===== src/rtl/mips_clk_pkg.sv =====
// Shared definitions for the MIPS single-cycle phase clock generator.
//   phase_e          : FSM states; the four phase states time one processor cycle
//   DEF_*_TICKS      : default clock periods spent in each phase
//   max4()           : largest of four tick counts, used to size the phase timer
package mips_clk_pkg;

  typedef enum logic [2:0] {
    ST_IDLE = 3'd0,
    ST_PC   = 3'd1,
    ST_INST = 3'd2,
    ST_DATA = 3'd3,
    ST_REG  = 3'd4,
    ST_DONE = 3'd5
  } phase_e;

  localparam int DEF_PC_TICKS   = 1;
  localparam int DEF_INST_TICKS = 5;
  localparam int DEF_DATA_TICKS = 5;
  localparam int DEF_REG_TICKS  = 1;

  function automatic int max4(input int a, input int b, input int c, input int d);
    int m;
    m = a;
    if (b > m) m = b;
    if (c > m) m = c;
    if (d > m) m = d;
    return m;
  endfunction

endpackage


===== src/rtl/mips_phase_timer.sv =====
// Loadable down-counter that times one phase of the clock generator.
//   clock    : rising-edge clock
//   reset    : synchronous active-high reset, clears the counter
//   load     : load load_val this edge (takes priority over counting)
//   load_val : periods remaining after the first one (phase length - 1)
//   last     : high during the final period of the current phase
module mips_phase_timer #(
  parameter int W = 3
) (
  input  logic         clock,
  input  logic         reset,
  input  logic         load,
  input  logic [W-1:0] load_val,
  output logic         last
);

  logic [W-1:0] cnt_q;
  logic [W-1:0] cnt_d;

  always_comb begin
    cnt_d = cnt_q;
    if (load) begin
      cnt_d = load_val;
    end else if (cnt_q != '0) begin
      // Parks at zero while idle so no wrap-around can occur.
      cnt_d = cnt_q - W'(1);
    end
  end

  always_ff @(posedge clock) begin
    if (reset) cnt_q <= '0;
    else       cnt_q <= cnt_d;
  end

  assign last = (cnt_q == '0);

endmodule


===== src/rtl/mips_phase_clockgen.sv =====
// Phase clock generator for a single-cycle MIPS core: sequences pc, instruction
// memory, data memory and register-bank strobes, one phase at a time.
//   clock, reset      : rising-edge clock, synchronous active-high reset
//   run               : level, keep issuing processor cycles while high
//   step              : one-clock pulse, request a single processor cycle
//   max_cycles        : stop in DONE when cycle_count reaches it (0 = no limit)
//   pc_clock .. reg_clock : registered phase strobes, at most one high
//   cycle_count       : completed processor cycles (wraps at 2^32)
//   busy              : a processor cycle is in progress
//   done              : cycle limit reached; held until reset
module mips_phase_clockgen
  import mips_clk_pkg::*;
#(
  parameter int PC_TICKS   = DEF_PC_TICKS,
  parameter int INST_TICKS = DEF_INST_TICKS,
  parameter int DATA_TICKS = DEF_DATA_TICKS,
  parameter int REG_TICKS  = DEF_REG_TICKS
) (
  input  logic        clock,
  input  logic        reset,
  input  logic        run,
  input  logic        step,
  input  logic [31:0] max_cycles,
  output logic        pc_clock,
  output logic        inst_clock,
  output logic        data_clock,
  output logic        reg_clock,
  output logic [31:0] cycle_count,
  output logic        busy,
  output logic        done
);

  localparam int MAX_T  = max4(PC_TICKS, INST_TICKS, DATA_TICKS, REG_TICKS);
  localparam int TICK_W = (MAX_T > 1) ? $clog2(MAX_T) : 1;

  if (PC_TICKS < 1 || INST_TICKS < 1 || DATA_TICKS < 1 || REG_TICKS < 1) begin : g_bad_ticks
    $fatal(1, "mips_phase_clockgen: every *_TICKS parameter must be >= 1");
  end

  phase_e              state_q, state_d;
  logic [31:0]         cycle_count_q, cycle_count_d;
  logic                pc_clock_q, pc_clock_d;
  logic                inst_clock_q, inst_clock_d;
  logic                data_clock_q, data_clock_d;
  logic                reg_clock_q, reg_clock_d;
  logic                busy_q, busy_d;
  logic                done_q, done_d;
  logic                tick_load;
  logic [TICK_W-1:0]   tick_load_val;
  logic                tick_last;

  mips_phase_timer #(
    .W (TICK_W)
  ) u_timer (
    .clock    (clock),
    .reset    (reset),
    .load     (tick_load),
    .load_val (tick_load_val),
    .last     (tick_last)
  );

  // Next-state logic: the timer is reloaded on every phase entry, so each
  // phase lasts exactly its tick count. run/step are only looked at in IDLE
  // and on the final REG period.
  always_comb begin
    state_d       = state_q;
    cycle_count_d = cycle_count_q;
    tick_load     = 1'b0;
    tick_load_val = '0;

    unique case (state_q)
      ST_IDLE: begin
        if (run || step) begin
          state_d       = ST_PC;
          tick_load     = 1'b1;
          tick_load_val = TICK_W'(PC_TICKS - 1);
        end
      end
      ST_PC: begin
        if (tick_last) begin
          state_d       = ST_INST;
          tick_load     = 1'b1;
          tick_load_val = TICK_W'(INST_TICKS - 1);
        end
      end
      ST_INST: begin
        if (tick_last) begin
          state_d       = ST_DATA;
          tick_load     = 1'b1;
          tick_load_val = TICK_W'(DATA_TICKS - 1);
        end
      end
      ST_DATA: begin
        if (tick_last) begin
          state_d       = ST_REG;
          tick_load     = 1'b1;
          tick_load_val = TICK_W'(REG_TICKS - 1);
        end
      end
      ST_REG: begin
        if (tick_last) begin
          cycle_count_d = cycle_count_q + 32'd1;
          // Equality on the new count only: a limit already passed is not
          // seen again until the counter wraps.
          if (max_cycles != 32'd0 && cycle_count_d == max_cycles) begin
            state_d = ST_DONE;
          end else if (run) begin
            state_d       = ST_PC;
            tick_load     = 1'b1;
            tick_load_val = TICK_W'(PC_TICKS - 1);
          end else begin
            state_d = ST_IDLE;
          end
        end
      end
      ST_DONE: begin
        state_d = ST_DONE;
      end
      default: begin
        state_d = ST_IDLE;
      end
    endcase
  end

  // Outputs are decoded from the next state and registered, so each strobe
  // is glitch-free and aligned exactly with its phase.
  always_comb begin
    pc_clock_d   = (state_d == ST_PC);
    inst_clock_d = (state_d == ST_INST);
    data_clock_d = (state_d == ST_DATA);
    reg_clock_d  = (state_d == ST_REG);
    busy_d       = (state_d == ST_PC) || (state_d == ST_INST) ||
                   (state_d == ST_DATA) || (state_d == ST_REG);
    done_d       = (state_d == ST_DONE);
  end

  always_ff @(posedge clock) begin
    if (reset) begin
      state_q       <= ST_IDLE;
      cycle_count_q <= '0;
      pc_clock_q    <= 1'b0;
      inst_clock_q  <= 1'b0;
      data_clock_q  <= 1'b0;
      reg_clock_q   <= 1'b0;
      busy_q        <= 1'b0;
      done_q        <= 1'b0;
    end else begin
      state_q       <= state_d;
      cycle_count_q <= cycle_count_d;
      pc_clock_q    <= pc_clock_d;
      inst_clock_q  <= inst_clock_d;
      data_clock_q  <= data_clock_d;
      reg_clock_q   <= reg_clock_d;
      busy_q        <= busy_d;
      done_q        <= done_d;
    end
  end

  assign pc_clock    = pc_clock_q;
  assign inst_clock  = inst_clock_q;
  assign data_clock  = data_clock_q;
  assign reg_clock   = reg_clock_q;
  assign cycle_count = cycle_count_q;
  assign busy        = busy_q;
  assign done        = done_q;

endmodule


===== config.mk =====
export PLATFORM = sky130hd
export DESIGN_NAME = mips_phase_clockgen
export DESIGN_NICKNAME = d
export VERILOG_FILES = /design/src/rtl/mips_clk_pkg.sv /design/src/rtl/mips_phase_timer.sv /design/src/rtl/mips_phase_clockgen.sv
export SDC_FILE = /design/constraint.sdc
export NUM_CORES = 1
export LEC_CHECK = 0
export CAP_MARGIN = 20
export CELL_PAD_IN_SITES_DETAIL_PLACEMENT = 1
export CELL_PAD_IN_SITES_GLOBAL_PLACEMENT = 1
export CORE_AREA = 4 4 95 97
export CTS_CLUSTER_SIZE = 30
export DETAILED_ROUTE_END_ITERATION = 12
export DIE_AREA = 0 0 99 101
export PLACE_DENSITY_LB_ADDON = 0.1
export SLEW_MARGIN = 5
export SYNTH_ARGS = -nofsm -noshare
export SYNTH_HDL_FRONTEND = slang
export SYNTH_HIERARCHICAL = 1
export SYNTH_SLANG_ARGS = --single-unit

===== constraint.sdc =====
create_clock -name clock -period 9.5 [get_ports clock]
set_clock_uncertainty 0.2 [all_clocks]
set_input_delay 1.425 -clock clock [delete_from_list [all_inputs] [get_ports clock]]
set_output_delay 1.425 -clock clock [all_outputs]
set_load 0.01 [all_outputs]

==> out/results.tsv, run 1 <==
metric	value	unit
hold_depth	2	
async_flop_share	0	
area_growth	26.6	%
cts_made_buffers	5	
powerDensity	127	nW/µm²
ys_seq_area_frac	0.277	
wl	9790	µm
die_h	101	µm
port_buffers	73	
clk_latency	300	ps
grt_pass1_vias	3222	
grt_pass1_wl	15700	µm
synth-xor-area-share	0.190	
synth.distinct_cells	59	
timing.setup.tns	0	ps
synth_compound_area_frac	0.133	
grt_start_max_net_pins	42	
synth-seq-cells	44	
finalCritPeriodShare	0.466	
crit_arrival	4410	ps
cts.sinks	44	
cp.required	9480	ps
r2r_end	u_timer/cnt_q[0]$_SDFFE_PP0P_	
holdPathEnd	cycle_count[29]$_SDFFE_PP0P_	
ys_warn_count	6	
final_common_cell	clkdlybuf4s50_1	
route.detailed.drc	0	
rows	33	
critPathCaptureType	flip-flop	
core_area	8130	µm²
hp-class	flip-flop to flip-flop	
totalPowerFinal	0.000513	W
hold_buffers	0	
drv_cap	0	
clkTransAtPathRegs	90	ps
start_kind	input port	
dieArea	10000	µm²
dp_hpwl	7570	µm
yosys.area_share.simple	0.340	
slew_headroom	0.461	
antenna_found_initial	0	
postCtsSetupBuffers	0	
worst_pin_slew	809	ps
avgSynthCellArea	7.89	µm²
netlist_area	3180	µm²
p_leak	1.28	nW
r2r-start	cycle_count[0]$_SDFFE_PP0P_	
cts.path.max_buffers	2	
final_hold_viol_count	0	
gp_congestion	0.852	
synth_top_family_by_area	simple AND/OR/NAND/NOR gates	
drive_above_1_share	0.0477	
period_needed	4430	ps
synthCells	403	
rrSetupSlack	5680	ps
path_max_fanout	8	
grt_overflow_total	0	
synth_top_flop_cell	dfxtp_1	
num_vias	3127	
final_cell_mix	clkdlybuf4s50_1 (72), dfxtp_1 (44), nor2_1 (41)	
synth-adder-area-share	0.0118	
cts_tree	done	
timing.fmax	226	MHz
wire_per_inst	17.3	µm
fin_nets	499	
clockRootBuffer	clkbuf_8	
drt-pass1-iter-count	4	
viasPerCell	5.52	
die_w	99	µm
ir_worst_vdd	0.112	mV
drt.antenna.violating_nets	0	
antenna_cells	0	
outcome	finished, final reports clean	
synth_edf_count	0	
rsz0062_at_grt	false	
setup_violations	0	
drv_slew	0	
synth.area.mux_share	0.00315	
criticalPathCategory	input port to flip-flop	
cts-htree-levels	2	
io_pins	74	
hp-start	cycle_count[29]$_SDFFE_PP0P_	
rr_worst_depth	11	
drtIter0Drc	76	
grt_use_total	0.195	
floorplan.initialDensity	0.391	
cts-resized-gates	0	
registers in the layout (all words and copies together) (netlist names):
register / flops
inst_clock: 1
done: 1
cycle_count: 32
data_clock: 1
busy: 1
reg_clock: 1
state_q: 3
pc_clock: 1
u_timer/cnt_q: 3
synth_stat cells (2+ instances only):
| cell | count | area [µm²] |
|---|---|---|
| a21oi_1 | 17 | 85.1 |
| clkbuf_1 | 16 | 60.1 |
| a2111oi_1 | 2 | 20.0 |
| nor2b_1 | 9 | 56.3 |
| or4_1 | 4 | 30.0 |
| buf_2 | 3 | 15.0 |
| or3_1 | 14 | 87.6 |
| buf_4 | 4 | 30.0 |
| o211ai_1 | 2 | 15.0 |
| nand2b_1 | 7 | 43.8 |
| nand4b_1 | 2 | 17.5 |
| xnor2_1 | 38 | 333 |
| ha_1 | 3 | 37.5 |
| nor2_1 | 41 | 154 |
| and4_1 | 3 | 26.3 |
| a211oi_1 | 3 | 22.5 |
| a211o_1 | 2 | 17.5 |
| nand4_1 | 23 | 144 |
| nor4_4 | 2 | 42.5 |
| nand3b_1 | 2 | 15.0 |
| and3_1 | 4 | 25.0 |
| o21ai_0 | 19 | 95.1 |
| dfxtp_1 | 44 | 881 |
| a31oi_1 | 3 | 18.8 |
| nand3_1 | 11 | 55.1 |
| and2_1 | 3 | 18.8 |
| inv_1 | 8 | 30.0 |
| a31o_2 | 2 | 17.5 |
| nor3_1 | 8 | 40.0 |
| o22ai_1 | 3 | 18.8 |
| nor3b_1 | 4 | 30.0 |
| nor4_1 | 9 | 56.3 |
| xor2_1 | 31 | 272 |
| nand2_1 | 29 | 109 |
| or2_2 | 2 | 12.5 |
| nor4b_1 | 3 | 26.3 |
how the worst max path moves through the flow:
stage	startpoint	endpoint	slack, ps
2_1_floorplan	max_cycles[2]	u_timer/cnt_q[0]$_SDFFE_PP0P_	5710
3_3_place_gp	max_cycles[2]	u_timer/cnt_q[0]$_SDFFE_PP0P_	4980
3_5_place_dp	max_cycles[2]	u_timer/cnt_q[0]$_SDFFE_PP0P_	4780
4_1_cts	max_cycles[2]	u_timer/cnt_q[0]$_SDFFE_PP0P_	5080
5_1_grt	max_cycles[2]	u_timer/cnt_q[0]$_SDFFE_PP0P_	4890
6_report	max_cycles[2]	u_timer/cnt_q[0]$_SDFFE_PP0P_	5070
power breakdown:
part | switching (W) | internal (W) | total [W]
Sequential | 0.0000165 | 0.000200 | 0.000217
Clock | 0.0000714 | 0.0000593 | 0.000131
Combinational | 0.0000836 | 0.0000819 | 0.000166
stage by stage:
step	area (µm²)	util	worst slack, ps	cells	hold WS, ps
detailed placement	3930	0.483	4780	558	333
floorplan	3180	-	5710	404	338
global placement	3930	0.483	4980	558	318
CTS	4020	0.495	5080	566	346
finish	4020	0.495	5070	566	332
global route	4020	0.495	4890	566	378
layer usage:
layer	wire length, µm	part of all wire	up-vias	global-route usage
met4	104	0.011	0	0.0441
met5	0	0	-	0
met2	4820	0.49	46	0.345
met3	343	0.035	9	0.0394
li1	-	-	1548	-
met1	4510	0.46	1524	0.243
cell type report:
type                            instances  area [µm²]
Fill cell                            1018        4110
Multi-Input combinational cell        328        2160
Sequential cell                        44         881
Timing Repair Buffer                   73         726
Tap cell                              105         131
Clock buffer                            7        86.3
Inverter                                8        30.0
Clock inverter                          1        7.51
worst max-delay path, stage by stage:
cell,delay [ps]
clkdlybuf4s50_1,460
nand4b_1,200
a211oi_1,270
nand4_1,120
nor4b_1,380
nand4_1,220
nor4_4,430
nand2_1,100
a31o_2,320
nor2b_1,150
a2111oi_1,340
kinds of logic after synthesis:
family / Yosys count
fa+ha+maj: 3
other cells: 1
buf+inv: 32
xor+xnor: 69
flops: 44
mux: 1
compound gates: 65
simple gates: 188
(Power assumes the default switching activity.)
==> run 2: changes to the inputs <==
CORE_AREA = 4 4 104 106   (was 4 4 95 97)
DIE_AREA = 0 0 108 110   (was 0 0 99 101)
clock period = 3.8 ns   (was 9.5 ns; I/O delays follow)
==> run 2 against run 1 <==
Effect of this change: worst hold slack better by 3.8 ps; sequential power is 150% higher; sequential cell count stayed put; power is 150% higher; utilization is 6.6 points lower; highest routed layer unchanged; critical path type is now flip-flop to flip-flop; sequential share of layout area is 0.84 points lower.
==> out/results.tsv, run 2 (synthesized netlist as in run 1, its figures left out) <==
metric	value	unit	change
wire_per_inst	17.0	µm	was 17.3 µm
clkPwrFrac	0.256		was 0.255
hp-start	cycle_count[29]$_SDFFE_PP0P_		unchanged
drv_slew	0		unchanged
port_buffers	73		unchanged
r2r_end	u_timer/cnt_q[0]$_SDFFE_PP0P_		unchanged
slew_headroom	0.586		was 0.461
fin_nets	513		was 499
holdPathEnd	cycle_count[29]$_SDFFE_PP0P_		unchanged
drtIter0Drc	140		was 76
final_hold_viol_count	0		unchanged
crit_arrival	3420	ps	was 4410 ps
timing.fmax	291	MHz	
fill_cells	1182		was 1,018
power.switching	0.000428	W	was 0.000171 W
dp_cells	600		was 558
cts_tree	done		unchanged
gp_congestion	0.819		was 0.852
hold_depth	2		unchanged
switching_share	0.334		about the same
route.detailed.drc	0		unchanged
dieArea	11900	µm²	was 10000 µm²
layout.cells.non_filler	608		was 566
p_int	0.000854	W	was 0.000341 W
outcome	finished, final reports clean		unchanged
criticalPathCategory	flip-flop to flip-flop		was input port to flip-flop
cts_made_buffers	5		unchanged
cp.required	3790	ps	was 9480 ps
clkTransAtPathRegs	90	ps	about the same
worst_pin_slew	613	ps	was 809 ps
timing.setup.tns	0	ps	unchanged
core_area	9770	µm²	was 8130 µm²
postCtsSetupBuffers	0		unchanged
finalInstanceArea	4190	µm²	was 4020 µm²
hp-class	flip-flop to flip-flop		unchanged
rsz0062_at_grt	false		unchanged
hold_buffers	0		unchanged
regArea	882	µm²	was 881 µm²
drv_cap	0		unchanged
dp_hpwl	8090	µm	was 7570 µm
grt_overflow_total	0		unchanged
cts-htree-levels	2		unchanged
cts.sinks	44		unchanged
period_needed	3440	ps	
largest_reg_flops	32		unchanged
drt-pass1-iter-count	4		unchanged
grt_start_max_net_pins	42		unchanged
viasPerCell	5.25		was 5.52
die_w	108	µm	was 99 µm
cts-resized-gates	0		unchanged
r2r-start	cycle_count[1]$_SDFFE_PP0P_		was cycle_count[0]$_SDFFE_PP0P_
critPathCaptureType	flip-flop		unchanged
drt.antenna.violating_nets	0		unchanged
path_max_fanout	8		unchanged
combPwrFrac	0.321		was 0.323
power.share.sequential	0.423		was 0.422
floorplan.initialDensity	0.325		was 0.391
p_leak	1.36	nW	was 1.28 nW
area_growth	31.9	%	was 26.6%
clockRootBuffer	clkbuf_8		unchanged
start_kind	flip-flop		was input port
rows	36		was 33
multi_input_area	2180	µm²	was 2160 µm²
drive_above_1_share	0.0842		was 0.0477
powerDensity	306	nW/µm²	was 127 nW/µm²
final_common_cell	clkdlybuf4s50_1		unchanged
rrSetupSlack	360	ps	was 5680 ps
ir_worst_vdd	0.204	mV	was 0.112 mV
die_h	110	µm	was 101 µm
grt_use_total	0.177		was 0.195
io_pins	74		unchanged
antenna_found_initial	0		unchanged
setup_violations	0		unchanged
final_cell_mix	clkdlybuf4s50_1 (73), dfxtp_1 (43), nor2_1 (40)		was clkdlybuf4s50_1 (72), dfxtp_1 (44), nor2_1 (41)
clk_latency	300	ps	about the same
num_vias	3192		was 3,127
grt_pass1_vias	3249		was 3,222
rr_worst_depth	11		unchanged
dpl_cell_area	4080	µm²	was 3930 µm²
wl	10300	µm	was 9790 µm
antenna_cells	0		unchanged
grt_pass1_wl	16800	µm	was 15,700 µm
finalCritPeriodShare	0.905		
cts.path.max_buffers	2		unchanged
==> run 2: metal layers <==
layer | share of wire | global-route usage | up-vias
met2 | 0.48 | 0.297 | 56
li1 | - | - | 1573
met4 | 0.0061 | 0.0325 | 0
met5 | 0 | 0 | -
met1 | 0.47 | 0.242 | 1559
met3 | 0.041 | 0.0291 | 4
==> run 2: final cells by class <==
type | count | share of cell area
clock buffer | 6 | 0.0197
clock inverter | 2 | 0.00358
inverter | 8 | 0.00717
multi-input combinational | 328 | 0.520
sequential | 44 | 0.211
timing repair buffer | 87 | 0.199
tap | 133 | 0.0397
==> run 2: worst max-delay path by stage <==
stage | start | end | cells after the start
floorplan | cycle_count[0]$_SDFFE_PP0P_ | u_timer/cnt_q[0]$_SDFFE_PP0P_ | 11
global placement | max_cycles[7] | u_timer/cnt_q[1]$_SDFFE_PP0P_ | 11
detailed placement | max_cycles[7] | u_timer/cnt_q[0]$_SDFFE_PP0P_ | 11
CTS | cycle_count[0]$_SDFFE_PP0P_ | u_timer/cnt_q[0]$_SDFFE_PP0P_ | 11
global route | cycle_count[1]$_SDFFE_PP0P_ | u_timer/cnt_q[0]$_SDFFE_PP0P_ | 11
finish | cycle_count[1]$_SDFFE_PP0P_ | u_timer/cnt_q[0]$_SDFFE_PP0P_ | 11
==> run 2: stage by stage <==
stage | utilization | setup slack, ps | hold slack (ps) | power, W
2_1_floorplan | - | 606 | 338 | 0.000820
3_3_place_gp | 0.417 | 274 | 322 | 0.000954
3_5_place_dp | 0.417 | 136 | 327 | 0.000968
4_1_cts | 0.427 | 150 | 342 | 0.00131
5_1_grt | 0.429 | 32.1 | 367 | 0.00138
6_report | 0.429 | 363 | 336 | 0.00128
==> run 2: power by group through the flow <==
stage,clock (W),combinational [W],sequential (W)
2_1_floorplan,0,0.000286,0.000534
3_5_place_dp,0,0.000416,0.000552
4_1_cts,0.000350,0.000421,0.000542
5_1_grt,0.000361,0.000465,0.000551
3_3_place_gp,0,0.000405,0.000550
6_report,0.000329,0.000412,0.000542
==> run 2: critical path, stage by stage (launching register included) <==
cell and delay, ps:
dfxtp_1 460, ha_2 290, nand4_1 190, nor3_4 380, nand4b_1 140, a211oi_1 250, nand4_1 210, nor4_4 360
nand2_1 100, a31o_2 300, nor2b_1 140, a2111oi_1 310
==> run 3: changes to the inputs <==
ABC_AREA = 1   (was unset)
CORE_AREA = 4 4 130 132   (was 4 4 104 106)
DIE_AREA = 0 0 134 136   (was 0 0 108 110)
TNS_END_PERCENT = 20   (was unset)
==> run 3 against run 2 <==
Effect of this change: non-clock buffer count fell by 8; synthesized cell count rose by 72%; register-to-register slack improved by 270 ps; via count rose by 45%; synthesized area rose by 22%; clock power rose by 58%; count of clock-buffer cells in the layout did not move; design area rose by 21%; power rose by 24%.
==> out/results.tsv, run 3 <==
metric	value	unit	change
outcome	finished, final reports clean		unchanged
period_needed	3160	ps	was 3440 ps
final_hold_viol_count	0		unchanged
dp_cells	981		was 600
synth_top_flop_cell	dfxtp_1		unchanged
floorplan.initialDensity	0.247		was 0.325
clockRootBuffer	clkbuf_16		was clkbuf_8
p_leak	2.35	nW	was 1.36 nW
multi_input_area	2540	µm²	was 2180 µm²
powerDensity	314	nW/µm²	was 306 nW/µm²
area_growth	30.3	%	was 31.9%
synth_top_area_frac	0.227		was 0.277
ir_worst_vdd	0.185	mV	was 0.204 mV
route.detailed.drc	0		unchanged
ys_seq_area_frac	0.227		was 0.277
timing.fmax	316	MHz	was 291 MHz
largest_reg_flops	32		unchanged
crit_arrival	3160	ps	was 3420 ps
dp_hpwl	13600	µm	was 8090 µm
antenna_found_initial	0		unchanged
avgSynthCellArea	5.59	µm²	was 7.89 µm²
port_buffers	73		unchanged
yosys.area.top_type	dfxtp_1		unchanged
hold_buffers	0		unchanged
grt_pass1_wl	25900	µm	was 16,800 µm
yosys-top-cells-count	nand2_1 (208), inv_1 (109), nor2_1 (99)		was dfxtp_1 (44), nor2_1 (41), xnor2_1 (38)
cpPeakStageDelay	480	ps	was 460 ps
cp.required	3790	ps	about the same
synth_edf_count	0		unchanged
cts-htree-levels	2		unchanged
layout.cells.non_filler	989		was 608
antenna_cells	0		unchanged
synth_most_common_cell	nand2_1		was dfxtp_1
num_vias	4616		was 3,192
die_h	136	µm	was 110 µm
final_common_cell	nand2_1		was clkdlybuf4s50_1
drv_slew	0		unchanged
async_flop_share	0		unchanged
drt-pass1-iter-count	4		unchanged
dieArea	18200	µm²	was 11,900 µm²
viasPerCell	4.67		was 5.25
critPathCaptureType	flip-flop		unchanged
drive_above_1_share	0.0582		was 0.0842
worst_pin_slew	869	ps	was 613 ps
fill_cells	2068		was 1,182
wl	16500	µm	was 10,300 µm
finalCritPeriodShare	0.833		was 0.905
die_w	134	µm	was 108 µm
grt_overflow_total	0		unchanged
synth-seq-cells	44		unchanged
clk_latency	300	ps	about the same
final_cell_mix	nand2_1 (208), inv_1 (109), nor2_1 (99)		was clkdlybuf4s50_1 (73), dfxtp_1 (43), nor2_1 (40)
netlist_area	3880	µm²	was 3180 µm²
cts-resized-gates	0		unchanged
grt_use_total	0.183		was 0.177
totalPowerFinal	0.00159	W	was 0.00128 W
hp-class	flip-flop to flip-flop		unchanged
hold_ws	320	ps	was 336 ps
rows	46		was 36
wire_per_inst	16.7	µm	was 17.0 µm
cts.path.max_buffers	2		unchanged
synth.distinct_cells	35		was 59
synthCells	695		was 403
path_max_fanout	8		unchanged
cts_made_buffers	5		unchanged
cts.sinks	44		unchanged
ys_top_cells_by_area	dfxtp_1 (23%), nand2_1 (20%), inv_1 (11%)		was dfxtp_1 (28%), xnor2_1 (10%), xor2_1 (8.5%)
timing.setup.tns	0	ps	unchanged
path_common_cell	nand2_1		was nand4_1
drv_cap	0		unchanged
postCtsSetupBuffers	0		unchanged
grt_start_max_net_pins	31		was 42
regArea	881	µm²	was 882 µm²
crit_slowest_cell	dfxtp_1		unchanged
gp_congestion	0.868		was 0.819
criticalPathCategory	flip-flop to flip-flop		unchanged
rrSetupSlack	640	ps	was 360 ps
clkTransAtPathRegs	70	ps	was 90 ps
ys_warn_count	6		unchanged
rsz0062_at_grt	false		unchanged
setup_violations	0		unchanged
drtIter0Drc	230		was 140
worstPathCellList	nand2_1 -> nor2_4 -> nand2_1 -> nor2_2 -> nand2_1 -> nand2_1 -> nand2_1 -> nand2_1 -> nand2_1 -> nor2_1 -> nand2_1 -> nor2_1 -> nand3_1 -> nand2_1 -> nand3_1 -> inv_2 -> nand3_2 -> o21bai_1 -> nor2_1		was ha_2 -> nand4_1 -> nor3_4 -> nand4b_1 -> a211oi_1 -> nand4_1 -> nor4_4 -> nand2_1 -> a31o_2 -> nor2b_1 -> a2111oi_1
io_pins	74		unchanged
fin_nets	811		was 513
grt_pass1_vias	4758		was 3,249
slew_headroom	0.420		was 0.586
core_area	15700	µm²	was 9770 µm²
drt.antenna.violating_nets	0		unchanged
cts_tree	done		unchanged
start_kind	flip-flop		unchanged
[run 3: layer usage]
layer,vias to the layer above,global-route usage,share of wire
met5,-,0,0
met4,0,0.0389,0.017
met3,13,0.0292,0.031
met2,80,0.314,0.47
met1,2177,0.244,0.49
li1,2346,-,-
[run 3: worst max-delay path: cells and delay by family, from the launching register on]
kind	cells	cell delay (ps)
flip-flops	1	480
buffers and inverters	1	140
AO/OA/AOI/OAI	1	140
AND/OR/NAND/NOR	17	2090
[run 3: cell families after synthesis]
logic type               share of synthesized area
AND/OR/NAND/NOR                              0.512
buffers and inverters                        0.119
AO/OA/AOI/OAI                                0.107
flip-flops                                   0.227
XOR/XNOR                                    0.0242
adder cells (fa/ha/maj)                    0.00967
other                                     0.000966
[run 3: final timing paths]
check / endpoint / start / cells after the start
setup / recovery: u_timer/cnt_q[1]$_SDFFE_PP0P_ / cycle_count[2]$_SDFFE_PP0P_ / 19
hold / removal: u_timer/cnt_q[1]$_SDFFE_PP0P_ / u_timer/cnt_q[1]$_SDFFE_PP0P_ / 2
setup reg to reg: u_timer/cnt_q[1]$_SDFFE_PP0P_ / cycle_count[2]$_SDFFE_PP0P_ / 19
hold reg to reg: u_timer/cnt_q[1]$_SDFFE_PP0P_ / u_timer/cnt_q[1]$_SDFFE_PP0P_ / 2
[run 3: where the power goes]
part	switching, W	total, W	internal (W)
registers	0.0000446	0.000556	0.000511
logic	0.000299	0.000515	0.000216
clock network	0.000209	0.000520	0.000310
total	0.000553	0.00159	0.00104
[run 3: layout make-up]
type	count	share of cell area
Multi-Input combinational cell	529	0.503
Tap cell	216	0.0534
Clock inverter	2	0.00693
Sequential cell	44	0.174
Timing Repair Buffer	79	0.153
Inverter	113	0.0839
Clock buffer	6	0.0255
[run 3: through the flow]
step | util | setup WS (ps) | instance area (µm²)
after global routing | 0.322 | 249 | 5060
after CTS | 0.322 | 594 | 5060
final | 0.322 | 636 | 5060
after global placement | 0.311 | 468 | 4890
after floorplan | - | 1180 | 3890
after detailed placement | 0.311 | 439 | 4890
